<file path="config.mk">
export PLATFORM = sky130hd
export DESIGN_NAME = trail_scheduler
export DESIGN_NICKNAME = d
export VERILOG_FILES = /design/src/rtl/trail_pkg.sv /design/src/rtl/trail_scheduler.sv
export SDC_FILE = /design/constraint.sdc
export NUM_CORES = 1
export LEC_CHECK = 0
export CAP_MARGIN = 15
export CORE_MARGIN = 5
export CORE_UTILIZATION = 30
export DETAILED_ROUTE_END_ITERATION = 8
export PLACE_DENSITY = 0.55
export SYNTH_ARGS = -nofsm -noshare
export SYNTH_HDL_FRONTEND = slang
export SYNTH_SLANG_ARGS = --single-unit
</file>
<file path="constraint.sdc">
create_clock -name clk -period 9.9 [get_ports clk]
set_input_delay 1.485 -clock clk [delete_from_list [all_inputs] [get_ports clk]]
set_output_delay 1.485 -clock clk [all_outputs]
set_load 0.01 [all_outputs]
</file>
<file path="src/rtl/trail_pkg.sv">
// trail_pkg: constants and sequencer state encoding shared by the
// trail scheduler and the VGA renderer.
package trail_pkg;

  localparam int TRAIL_N    = 28;
  localparam int LIFE_MAX   = 10;
  localparam int TRAIL_SIZE = 8;

  localparam int X_W = 10;
  localparam int Y_W = 9;
  localparam int L_W = 4;

  typedef enum logic [1:0] {
    IDLE,
    DECAY,
    SPAWN,
    CLEAR
  } trail_state_t;

endpackage

</file>
<file path="src/rtl/trail_scheduler.sv">
// trail_scheduler: ages, spawns and clears the player trail table
// once per frame during vertical blanking.
module trail_scheduler
  import trail_pkg::*;
#(
  parameter int TRAIL_N     = trail_pkg::TRAIL_N,
  parameter int LIFE_MAX    = trail_pkg::LIFE_MAX,
  parameter int TRAIL_SPEED = 4,
  parameter int SPAWN_DIV   = 2,
  parameter int PLAYER_X    = 160,
  parameter int PLAYER_SIZE = 40,
  parameter int TRAIL_SIZE  = trail_pkg::TRAIL_SIZE,
  parameter int LOWER_BOUND = 460
) (
  input  logic                          clk,
  input  logic                          rst_n,
  input  logic                          frame_tick,
  input  logic [1:0]                    gamemode,
  input  logic [8:0]                    player_y,
  output logic [TRAIL_N-1:0][X_W-1:0]   trail_x,
  output logic [TRAIL_N-1:0][Y_W-1:0]   trail_y,
  output logic [TRAIL_N-1:0][L_W-1:0]   trail_life,
  output logic                          busy,
  output logic                          overrun
);

  localparam int IW = $clog2(TRAIL_N);
  localparam int CW = (SPAWN_DIV > 1) ? $clog2(SPAWN_DIV) : 1;

  localparam logic [IW-1:0]  LAST     = IW'(TRAIL_N - 1);
  localparam logic [CW-1:0]  CNT_LAST = CW'(SPAWN_DIV - 1);
  localparam logic [X_W-1:0] SPEED    = X_W'(TRAIL_SPEED);
  localparam logic [X_W-1:0] SPAWN_X  = X_W'(PLAYER_X - TRAIL_SIZE);
  localparam logic [L_W-1:0] LIFE_NEW = L_W'(LIFE_MAX);
  localparam logic [9:0]     Y_OFS    = 10'((PLAYER_SIZE - TRAIL_SIZE) / 2);
  localparam logic [9:0]     Y_LIM    = 10'(LOWER_BOUND - TRAIL_SIZE);

  trail_state_t state, state_d;

  logic [IW-1:0]  idx, idx_d;
  logic [IW-1:0]  wr_ptr, wr_ptr_d;
  logic [CW-1:0]  spawn_cnt, spawn_cnt_d;

  logic           we;
  logic [IW-1:0]  w_idx;
  logic [X_W-1:0] w_x;
  logic [Y_W-1:0] w_y;
  logic [L_W-1:0] w_l;

  logic [9:0]     y_sum;
  logic [Y_W-1:0] spawn_y;
  logic [X_W+L_W-1:0] aged;

  // Particles hitting the left edge die instead of wrapping.
  function automatic logic [X_W+L_W-1:0] age(
    input logic [X_W-1:0] x,
    input logic [L_W-1:0] l
  );
    logic [X_W+L_W-1:0] r;
    r = {x, l};
    if (l != '0) begin
      if (x < SPEED) r = '0;
      else           r = {x - SPEED, l - L_W'(1)};
    end
    return r;
  endfunction

  assign aged    = age(trail_x[idx], trail_life[idx]);
  assign y_sum   = {1'b0, player_y} + Y_OFS;
  assign spawn_y = (y_sum > Y_LIM) ? Y_LIM[Y_W-1:0] : y_sum[Y_W-1:0];

  always_comb begin
    state_d     = state;
    idx_d       = idx;
    wr_ptr_d    = wr_ptr;
    spawn_cnt_d = spawn_cnt;
    we          = 1'b0;
    w_idx       = idx;
    w_x         = '0;
    w_y         = '0;
    w_l         = '0;
    unique case (state)
      IDLE: begin
        if (frame_tick) begin
          unique case (1'b1)
            (gamemode == 2'b01): begin
              state_d = DECAY;
              idx_d   = '0;
            end
            (gamemode == 2'b00): begin
              state_d     = CLEAR;
              idx_d       = '0;
              wr_ptr_d    = '0;
              spawn_cnt_d = '0;
            end
            default: ;
          endcase
        end
      end
      DECAY: begin
        we  = 1'b1;
        w_y = trail_y[idx];
        {w_x, w_l} = aged;
        if (idx == LAST) begin
          idx_d       = '0;
          state_d     = (spawn_cnt == CNT_LAST) ? SPAWN : IDLE;
          spawn_cnt_d = (spawn_cnt == CNT_LAST) ? '0
                                                : spawn_cnt + CW'(1);
        end else begin
          idx_d = idx + IW'(1);
        end
      end
      SPAWN: begin
        we       = 1'b1;
        w_idx    = wr_ptr;
        w_x      = SPAWN_X;
        w_y      = spawn_y;
        w_l      = LIFE_NEW;
        wr_ptr_d = (wr_ptr == LAST) ? '0 : wr_ptr + IW'(1);
        state_d  = IDLE;
      end
      CLEAR: begin
        we = 1'b1;
        if (idx == LAST) begin
          idx_d   = '0;
          state_d = IDLE;
        end else begin
          idx_d = idx + IW'(1);
        end
      end
      default: state_d = IDLE;
    endcase
  end

  always_ff @(posedge clk or negedge rst_n) begin
    if (!rst_n) begin
      state      <= IDLE;
      idx        <= '0;
      wr_ptr     <= '0;
      spawn_cnt  <= '0;
      busy       <= 1'b0;
      overrun    <= 1'b0;
      trail_x    <= '0;
      trail_y    <= '0;
      trail_life <= '0;
    end else begin
      state     <= state_d;
      idx       <= idx_d;
      wr_ptr    <= wr_ptr_d;
      spawn_cnt <= spawn_cnt_d;
      busy      <= (state_d != IDLE);
      overrun   <= frame_tick && (state != IDLE);
      if (we) begin
        trail_x[w_idx]    <= w_x;
        trail_y[w_idx]    <= w_y;
        trail_life[w_idx] <= w_l;
      end
    end
  end

endmodule
</file>
==> run_results.csv, run 1 <==
group,metric,value,unit
place,gp_congestion,0.811,
routing,drt-initial-drc-count,1666,
flow_run,cap_violations,0,
clocking,cts_htree_levels,3,
timing,rsz0062_at_grt,"no",
timing,tightestPinTransition,1.18,ns
critical_path,cp-start-kind,"flip-flop",
grt,grt_pass1_wl,198000,um
clocking,clk_latency,0.66,ns
layout,area_growth,33.8,%
grt,grt.total_usage,0.247,
critical_path,worstSetupStartpoint,"idx[0]$_DFFE_PN0P_",
critical_path,crit_top_cell,"buf_4",
grt,grt_overflow,0,
grt,top_usage_layer,"met2",
synth,async_flop_share,1.00,
floorplan,core-area,0.103,mm2
critical_path,slowest_delay,0.88,ns
layout,finalNetCount,3105,
synth,synth_top_family_by_area,"multiplexers",
synth,ys_seq_elements,659,
clocking,clock_sinks,659,
timing,report.final.setup_viol,0,
grt,grt_max_degree,163,
floorplan,fp-row-count,118,
synth,synth_compound_area_frac,0.0932,
timing,maxSlewHeadroom,0.214,
layout,fin_cells,4528,
floorplan,fp.dieH,332,um
synth,seq_area_frac_synth,0.529,
critical_path,worstRegToRegCells,13,
place,post-place-cells,4377,
synth,post_synth.cell_area_avg,12.5,um2
critical_path,crit_slowest_cell,"a21oi_2",
timing,finalSetupTns,0,ns
synth,synth_cells,2494,
place,io_buffers,659,
power,max-vdd-ir-drop,0.170,mV
timing,max_freq,177,MHz
grt,antenna_found_initial,7,
power,p_leak,0.0179,uW
floorplan,dieWidth,332,um
timing,finalCritPeriodShare,0.571,
timing,slew_viol_final,0,
floorplan,top_level_ports,660,
min_path,holdCritStartpoint,"trail_y[65]$_DFFE_PN0P_",
floorplan,die_area,0.110,mm2
clocking,cts_hold_buf,0,
place,dpl.hpwl,99100,um
routing,postRouteAntennaNets,0,
clocking,cts_setup_buffers,0,
grt,met3_usage,0.0703,
critical_path,critPathRequiredTime,10.48,ns
clocking,cts_tree,"yes",
critical_path,cp-end-kind,"flip-flop",
min_path,holdPathStages,2,
routing,drtPass1Iterations,6,
critical_path,cp_cell_sequence,"buf_4 > mux4_2 > mux2i_1 > o21ai_0 > o2bb2ai_1 > ha_1 > inv_1 > o41a_1 > nor2_1 > o31ai_4 > buf_4 > a21oi_2 > mux2_2",
timing,clock_skew,0.0310,ns
synth,synth_xor_area_frac,0.00225,
synth,synthMuxAreaShare,0.259,
routing,vias_per_cell,5.25,
layout,fillCellCount,9943,
layout,seq_area,0.0165,mm2
routing,drcViolationCount,0,
routing,totalWireLength,140000,um
routing,vias,23800,
clocking,clockBufferDepth,3,
synth,synth-simple-area-share,0.0757,
clocking,cts_made_buffers,79,
routing,wl_per_cell,31.0,um
grt,use_met2,0.418,
grt,gr-usage-met1,0.313,
layout,drive_above_1_share,0.233,
timing,min_period,5.66,ns
timing,finalHoldViolCount,0,
min_path,worst_hold_path_type,"flip-flop to flip-flop",
synth,synth.net_count,2518,
run_status,outcome,"complete, no violations",
clocking,clk_pin_slew,0.06,ns
power,cellPowerDensity,194,mW/mm2
synth,ys_types,69,
critical_path,critPathKind,"flip-flop to flip-flop",
synth,synthAdderAreaFrac,0.00402,
layout,postLayoutCellArea,0.0417,mm2
critical_path,r2r_start,"idx[0]$_DFFE_PN0P_",
critical_path,cp_data_arrival_time,6.24,ns
layout,multi_input_area,0.0137,mm2
synth,ys_warn_count,0,
synth,synthFlopType,"dfrtp_1",
floorplan,initial_core_util,0.301,
clocking,cts_root_buffer,"clkbuf_16",
synth,synth-edff-count,0,
critical_path,crit_fanout,39,
synth,syn_area,0.0312,mm2
grt,grt_pass1_vias,24400,
clocking,post_cts_resized,0,
place,post_dp_cell_area,0.0391,mm2
[where the power goes]
group	internal (uW)	switching (uW)	leakage, uW
logic	673	1560	0.00748
registers	2790	145	0.00919
clock network	1730	1210	0.00127
[through the flow]
step	setup slack (ns)	hold WS, ns	power, uW	utilization
global placement	4.14	0.481	5220	0.378
CTS	4.00	0.501	8200	0.403
global route	3.87	0.523	8440	0.403
finish	4.24	0.497	8110	0.403
floorplan	6.04	0.500	4290	-
detailed placement	4.02	0.487	5230	0.378
[critical path, delay by kind of cell, from the launching register on]
kind,cells,cell delay [ns]
compound gates,5,1.91
fa+ha+maj,1,0.23
simple gates,1,0.31
buf+inv,3,1.05
flops,1,0.72
mux,3,1.25
[sequential cells by signal, summed over array words and instances (netlist names)]
name / count
busy: 1
idx: 5
overrun: 1
spawn_cnt: 1
state: 2
trail_life: 112
trail_x: 280
trail_y: 252
wr_ptr: 5
[worst paths after layout]
check,end,slack [ns]
setup reg to reg,trail_x[71]$_DFFE_PN0P_,4.24
max in group asynchronous,trail_x[93]$_DFFE_PN0P_,6.78
hold reg to reg,trail_y[65]$_DFFE_PN0P_,0.50
min in group asynchronous,trail_y[117]$_DFFE_PN0P_,0.83
setup / recovery,trail_x[71]$_DFFE_PN0P_,4.24
hold / removal,trail_y[65]$_DFFE_PN0P_,0.50
[layout by cell type (no fill, tap or decap), types with 9 or more instances in the layout]
cell type	count
a21oi_1	54
mux2i_1	94
o31ai_1	61
nor2b_1	11
clkbuf_16	80
a22oi_1	12
ha_1	10
nand2b_1	10
mux2_2	355
mux4_1	11
o21ai_0	163
nor2_4	14
nand2_2	12
nor2_1	73
a221oi_1	9
clkinv_2	10
nand2_1	409
a22o_1	34
inv_1	14
o31ai_4	12
buf_4	50
clkdlybuf4s50_1	658
nand3_1	14
clkbuf_8	13
clkbuf_1	27
dfrtp_1	655
mux4_2	125
[cell families after synthesis]
| logic type | Yosys count |
|---|---|
| xor gates and xnor gates | 8 |
| AOI/OAI and AO/OA | 424 |
| adders and majority gates | 10 |
| buffers and inverters | 227 |
| muxes | 586 |
| and+or+nand+nor | 580 |
| DFF | 659 |
[synth_stat cells, drive strengths merged, types with 4 or more instances]
| master | n | share of area |
|---|---|---|
| nand2 | 422 | 0.051 |
| o31a | 4 | 0.0011 |
| nand3 | 14 | 0.0022 |
| a31oi | 6 | 0.0012 |
| dfrtp | 659 | 0.53 |
| o211ai | 6 | 0.0014 |
| a21oi | 57 | 0.0095 |
| a221oi | 9 | 0.0025 |
| mux4 | 136 | 0.10 |
| a22o | 34 | 0.0096 |
| a22oi | 13 | 0.0033 |
| inv | 16 | 0.0019 |
| nor2b | 17 | 0.0034 |
| nand2b | 10 | 0.0020 |
| o22ai | 11 | 0.0026 |
| o21ai | 175 | 0.029 |
| o31ai | 74 | 0.023 |
| and2 | 5 | 0.0010 |
| xnor2 | 6 | 0.0017 |
| a21o | 6 | 0.0014 |
| buf | 97 | 0.021 |
| mux2i | 94 | 0.030 |
| mux2 | 356 | 0.13 |
| o221ai | 6 | 0.0017 |
| ha | 10 | 0.0040 |
| a2bb2oi | 4 | 0.0011 |
| clkbuf | 113 | 0.014 |
| nor3 | 4 | 0.00080 |
| nor2 | 90 | 0.011 |
| or2 | 4 | 0.00080 |
| nand3b | 5 | 0.0012 |
[cell type report]
| class | instances | share of cell area |
|---|---|---|
| Multi-Input combinational cell | 1608 | 0.329 |
| Clock inverter | 24 | 0.00750 |
| Sequential cell | 659 | 0.396 |
| Timing Repair Buffer | 716 | 0.170 |
| Antenna cell | 4 | 0.000240 |
| Clock buffer | 120 | 0.0547 |
| Tap cell | 1380 | 0.0414 |
| Inverter | 17 | 0.00153 |
[layer usage]
| metal | share of wire | wire length [um] |
|---|---|---|
| met1 | 0.41 | 57500 |
| met2 | 0.49 | 69000 |
| met3 | 0.073 | 10300 |
| met4 | 0.025 | 3560 |
| met5 | 0 | 0 |
Power figures use the tool's default switching activity.
==> run 2, diff against run 1 <==
Clock period 9.9 ns to 5.8 ns, I/O delays scaled along.
==> run_results.csv, run 2 (same netlist as run 1, synthesis figures left out) <==
group,metric,value,unit
critical_path,crit_fanout,62,
routing,vias_per_cell,5.28,
floorplan,initial_core_util,0.301,
floorplan,core-area,0.103,mm2
critical_path,r2r_start,"idx[1]$_DFFE_PN0P_",
timing,rsz0062_at_grt,"no",
layout,fillCellCount,9966,
place,dpl.hpwl,100000,um
grt,grt_pass1_wl,199000,um
floorplan,dieWidth,332,um
routing,drcViolationCount,0,
timing,finalCritPeriodShare,0.848,
floorplan,die_area,0.110,mm2
power,power,14000,uW
grt,antenna_found_initial,10,
layout,final_cell_mix,"clkdlybuf4s50_1, dfrtp_1, nand2_1",
critical_path,cp_cell_sequence,"buf_12 > mux2i_1 > o221ai_1 > a211oi_1 > o2bb2a_1 > nand3b_1 > o21ai_2 > mux2_2 > o21ai_0",
grt,grt.total_usage,0.249,
critical_path,worstRegToRegCells,9,
floorplan,fp.dieH,332,um
power,comb_power_share,0.280,
critical_path,critPathRequiredTime,6.27,ns
timing,tightestPinTransition,1.18,ns
power,p_sw_frac,0.356,
clocking,clk_latency,0.66,ns
grt,grt_pass1_vias,24700,
layout,reg_top3,"trail_x: 280 flops, trail_y: 252 flops, trail_life: 112 flops",
timing,min_period,4.92,ns
critical_path,cp-end-kind,"flip-flop",
timing,finalHoldViolCount,0,
critical_path,crit_slowest_cell,"mux2_2",
grt,grt_overflow,0,
critical_path,cp_data_arrival_time,5.38,ns
power,clkPwrFrac,0.364,
power,max-vdd-ir-drop,0.268,mV
routing,postRouteAntennaNets,0,
place,gp_congestion,0.844,
power,p_leak,0.0180,uW
layout,finalNetCount,3119,
layout,largest_register_ffs,280,
layout,area_growth,34.5,%
timing,max_freq,203,MHz
clocking,cts_tree,"yes",
timing,maxSlewHeadroom,0.212,
flow_run,cap_violations,0,
clocking,clk_pin_slew,0.07,ns
clocking,cts_root_buffer,"clkbuf_16",
clocking,cts_made_buffers,79,
grt,grt_max_degree,145,
layout,layout_commonest_cell,"clkdlybuf4s50_1",
clocking,cts_htree_levels,3,
routing,drtPass1Iterations,5,
clocking,cts_setup_buffers,0,
clocking,clockBufferDepth,3,
power,seq_power_share,0.356,
layout,drive_above_1_share,0.236,
power,p_int,9020,uW
routing,totalWireLength,141000,um
critical_path,critPathKind,"flip-flop to flip-flop",
routing,drt-initial-drc-count,1786,
layout,top_register,"trail_x",
timing,finalSetupTns,0,ns
power,power.switching,4990,uW
run_status,outcome,"complete, no violations",
critical_path,slowest_delay,0.74,ns
critical_path,worstSetupStartpoint,"idx[1]$_DFFE_PN0P_",
power,cellPowerDensity,334,mW/mm2
floorplan,fp-row-count,118,
timing,slew_viol_final,0,
floorplan,top_level_ports,660,
clocking,clock_sinks,659,
critical_path,cp-start-kind,"flip-flop",
timing,clock_skew,0.0349,ns
clocking,cts_hold_buf,0,
clocking,post_cts_resized,0,
place,io_buffers,659,
routing,vias,24000,
min_path,worst_hold_path_type,"primary input to async pin",
timing,report.final.setup_viol,0,
routing,wl_per_cell,31.0,um
-- run 2: cell count changes in the layout (fill, tap and decap cells not counted) --
cell        change
inv_6           -1
clkinv_2        -6
inv_16          -1
clkbuf_16       +4
diode_2         +1
clkbuf_8        +1
buf_16          +1
buf_4          +10
clkinvlp_4      +1
clkinv_8        -2
buf_6           -1
buf_12          +4
-- run 2: final timing paths --
check | endpoint | slack [ns]
min in group clk | trail_x[235]$_DFFE_PN0P_ | 0.50
setup reg to reg | trail_life[0]$_DFFE_PN0P_ | 0.88
hold reg to reg | trail_x[235]$_DFFE_PN0P_ | 0.50
max in group asynchronous | trail_x[86]$_DFFE_PN0P_ | 4.09
hold / removal | trail_y[99]$_DFFE_PN0P_ | 0.32
setup / recovery | trail_life[0]$_DFFE_PN0P_ | 0.88
-- run 2: critical path: cells and delay by family (launching register included) --
family          cells  cell delay, ns
compound gates      5            1.85
mux                 2            1.45
simple gates        1            0.24
flops               1            0.63
buf+inv             1            0.36
-- run 2: cell type report --
cell class / instances / area (um2) / area share
sequential: 659 / 16500 / 0.394
multi-input combinational: 1608 / 13700 / 0.327
timing repair buffer: 730 / 7270 / 0.173
clock buffer: 125 / 2400 / 0.0572
tap: 1380 / 1730 / 0.0412
clock inverter: 15 / 229 / 0.00546
inverter: 17 / 63.8 / 0.00152
antenna: 5 / 12.5 / 0.000299
-- run 2: power groups by stage --
stage	Combinational, uW	Sequential, uW	Clock (uW)
after global routing	4130	5010	5370
after global placement	3900	5070	0
after CTS	3920	4990	5200
after detailed placement	3910	5070	0
after floorplan	2320	5010	0
final	3920	4990	5100
-- run 2: stage by stage --
step                hold slack (ns)   util  area (um2)  cells  setup WS (ns)
floorplan                     0.500      -       31200   2494           1.94
global placement              0.485  0.379       39200   4391           1.07
detailed placement            0.492  0.379       39200   4391           1.02
CTS                           0.313  0.405       41800   4531          0.988
global route                  0.338  0.405       41900   4537          0.753
finish                        0.317  0.405       41900   4539          0.883
-- run 2: routing by layer --
layer	wire length, um	GRT usage	up-vias	share of wire
met5	23	0	-	0.00016
met4	4660	0.0748	4	0.033
met3	10200	0.0674	203	0.072
met2	68100	0.418	901	0.48
met1	58000	0.315	12600	0.41
li1	-	-	10300	-
==> run 3, diff against run 2 <==
Clock period 5.8 ns to 4.9 ns, I/O delays scaled along.
==> run_results.csv, run 3 (same netlist as run 1, synthesis figures left out) <==
group,metric,value,unit
run_status,outcome,"complete, no violations",
layout,finalNetCount,3167,
grt,grt_overflow,0,
critical_path,critical-path-top-delay-family,"compound AO/OA/AOI/OAI gates",
clocking,clockBufferDepth,3,
layout,largest_register_ffs,280,
critical_path,crit_buf_inv,2,
layout,area_growth,36.2,%
critical_path,r2r_slack,0.28,ns
clocking,cts_made_buffers,78,
timing,finalHoldViolCount,0,
clocking,cts_root_buffer,"clkbuf_16",
critical_path,regToRegEndpoint,"trail_life[95]$_DFFE_PN0P_",
grt,grt_pass1_vias,24500,
timing,report.final.setup_viol,0,
layout,seq_area,0.0165,mm2
power,p_leak,0.0183,uW
grt,grt_max_degree,99,
min_path,worst_hold_path_type,"primary input to async pin",
critical_path,worstRegToRegCells,13,
routing,wl_per_cell,30.8,um
place,io_buffers,659,
timing,slew_viol_final,0,
routing,vias,24000,
layout,top_register,"trail_x",
critical_path,r2r_start,"idx[1]$_DFFE_PN0P_",
grt,antenna_found_initial,4,
timing,tightestPinTransition,1.20,ns
routing,drtPass1Iterations,5,
critical_path,crit_slowest_cell,"o31ai_4",
routing,drt-initial-drc-count,1718,
timing,finalCritPeriodShare,0.944,
clocking,cts_tree,"yes",
floorplan,core-area,0.103,mm2
critical_path,cp-end-kind,"flip-flop",
timing,max_freq,216,MHz
clocking,clock_sinks,659,
power,max-vdd-ir-drop,0.366,mV
clocking,cts_hold_buf,0,
flow_run,cap_violations,0,
floorplan,fp.dieH,332,um
critical_path,worstSetupStartpoint,"idx[1]$_DFFE_PN0P_",
routing,drcViolationCount,0,
place,gp_congestion,0.835,
grt,grt.total_usage,0.249,
layout,final_cell_mix,"clkdlybuf4s50_1, dfrtp_1, nand2_1",
clocking,post_cts_resized,0,
clocking,clk_latency,0.65,ns
timing,finalSetupTns,0,ns
power,cellPowerDensity,397,mW/mm2
clocking,cts_htree_levels,3,
floorplan,top_level_ports,660,
floorplan,initial_core_util,0.301,
critical_path,cp_data_arrival_time,5.20,ns
critical_path,crit_fanout,34,
critical_path,cp_cell_sequence,"buf_12 > nor2b_2 > a221oi_1 > o21ai_0 > a22o_1 > ha_1 > o211ai_1 > o41a_1 > or2_2 > o21ai_2 > buf_4 > o31ai_4 > mux2_2",
clocking,cts_setup_buffers,0,
timing,min_period,4.62,ns
routing,vias_per_cell,5.23,
layout,fillCellCount,9859,
routing,totalWireLength,141000,um
critical_path,critPathRequiredTime,5.47,ns
critical_path,cp-start-kind,"flip-flop",
layout,layout_commonest_cell,"clkdlybuf4s50_1",
layout,multi_input_area,0.0137,mm2
place,dpl.hpwl,102000,um
floorplan,die_area,0.110,mm2
floorplan,dieWidth,332,um
timing,clock_skew,0.0278,ns
clocking,clk_pin_slew,0.06,ns
timing,rsz0062_at_grt,"no",
timing,maxSlewHeadroom,0.200,
critical_path,critPathKind,"flip-flop to flip-flop",
floorplan,fp-row-count,118,
layout,fin_util,0.411,
critical_path,slowest_delay,0.96,ns
grt,grt_pass1_wl,199000,um
layout,reg_top3,"trail_x: 280 flops, trail_y: 252 flops, trail_life: 112 flops",
layout,drive_above_1_share,0.252,
routing,postRouteAntennaNets,0,
## run 3: how the worst max path moves through the flow
| stage | to | slack, ns | cells past startpoint |
|---|---|---|---|
| floorplan | trail_life[72]$_DFFE_PN0P_ | 1.04 | 16 |
| global placement | trail_x[30]$_DFFE_PN0P_ | 0.14 | 11 |
| detailed placement | trail_x[30]$_DFFE_PN0P_ | 0.09 | 11 |
| CTS | trail_x[151]$_DFFE_PN0P_ | 0.04 | 11 |
| global route | trail_life[7]$_DFFE_PN0P_ | 0.08 | 13 |
| finish | trail_life[95]$_DFFE_PN0P_ | 0.28 | 13 |
## run 3: per-stage QoR
stage               instance area [um2]  setup WS (ns)  power (uW)  std cells  hold WS, ns
floorplan                         31200           1.04        8680       2494        0.439
global placement                  39700          0.136       10800       4439        0.480
detailed placement                39700         0.0917       10800       4440        0.491
CTS                               42400         0.0382       17000       4583        0.171
global route                      42400         0.0773       17500       4586        0.208
finish                            42400          0.275       16900       4588        0.179
## run 3: cell type report
class,instances,area share
inverters,17,0.00150
well taps,1380,0.0407
clock buffers,115,0.0550
multi-input cells,1608,0.323
flip-flops and latches,659,0.389
diodes,2,0.000118
repair buffers,779,0.183
clock inverters,28,0.00843
## run 3: worst register-to-register path: stages (launching register included)
cell and delay [ns]:
dfrtp_4 0.73, buf_12 0.32, nor2b_2 0.12, a221oi_1 0.32, o21ai_0 0.24, a22o_1 0.31, ha_1 0.25, o211ai_1 0.09
o41a_1 0.30, or2_2 0.22, o21ai_2 0.16, buf_4 0.19, o31ai_4 0.96, mux2_2 0.34
## run 3: power by group
group          switching [uW]  leakage [uW]  internal, uW
combinational            3260       0.00784          1580
sequential                262       0.00919          5630
clock                    2460       0.00130          3680
total                    5980        0.0183         10900
## run 3: per-layer routing
metal	track usage	share of wire	wire, um
met5	0	0.000092	13
met4	0.0566	0.024	3350
met1	0.316	0.41	57600
met2	0.421	0.49	69200
met3	0.0749	0.078	11000
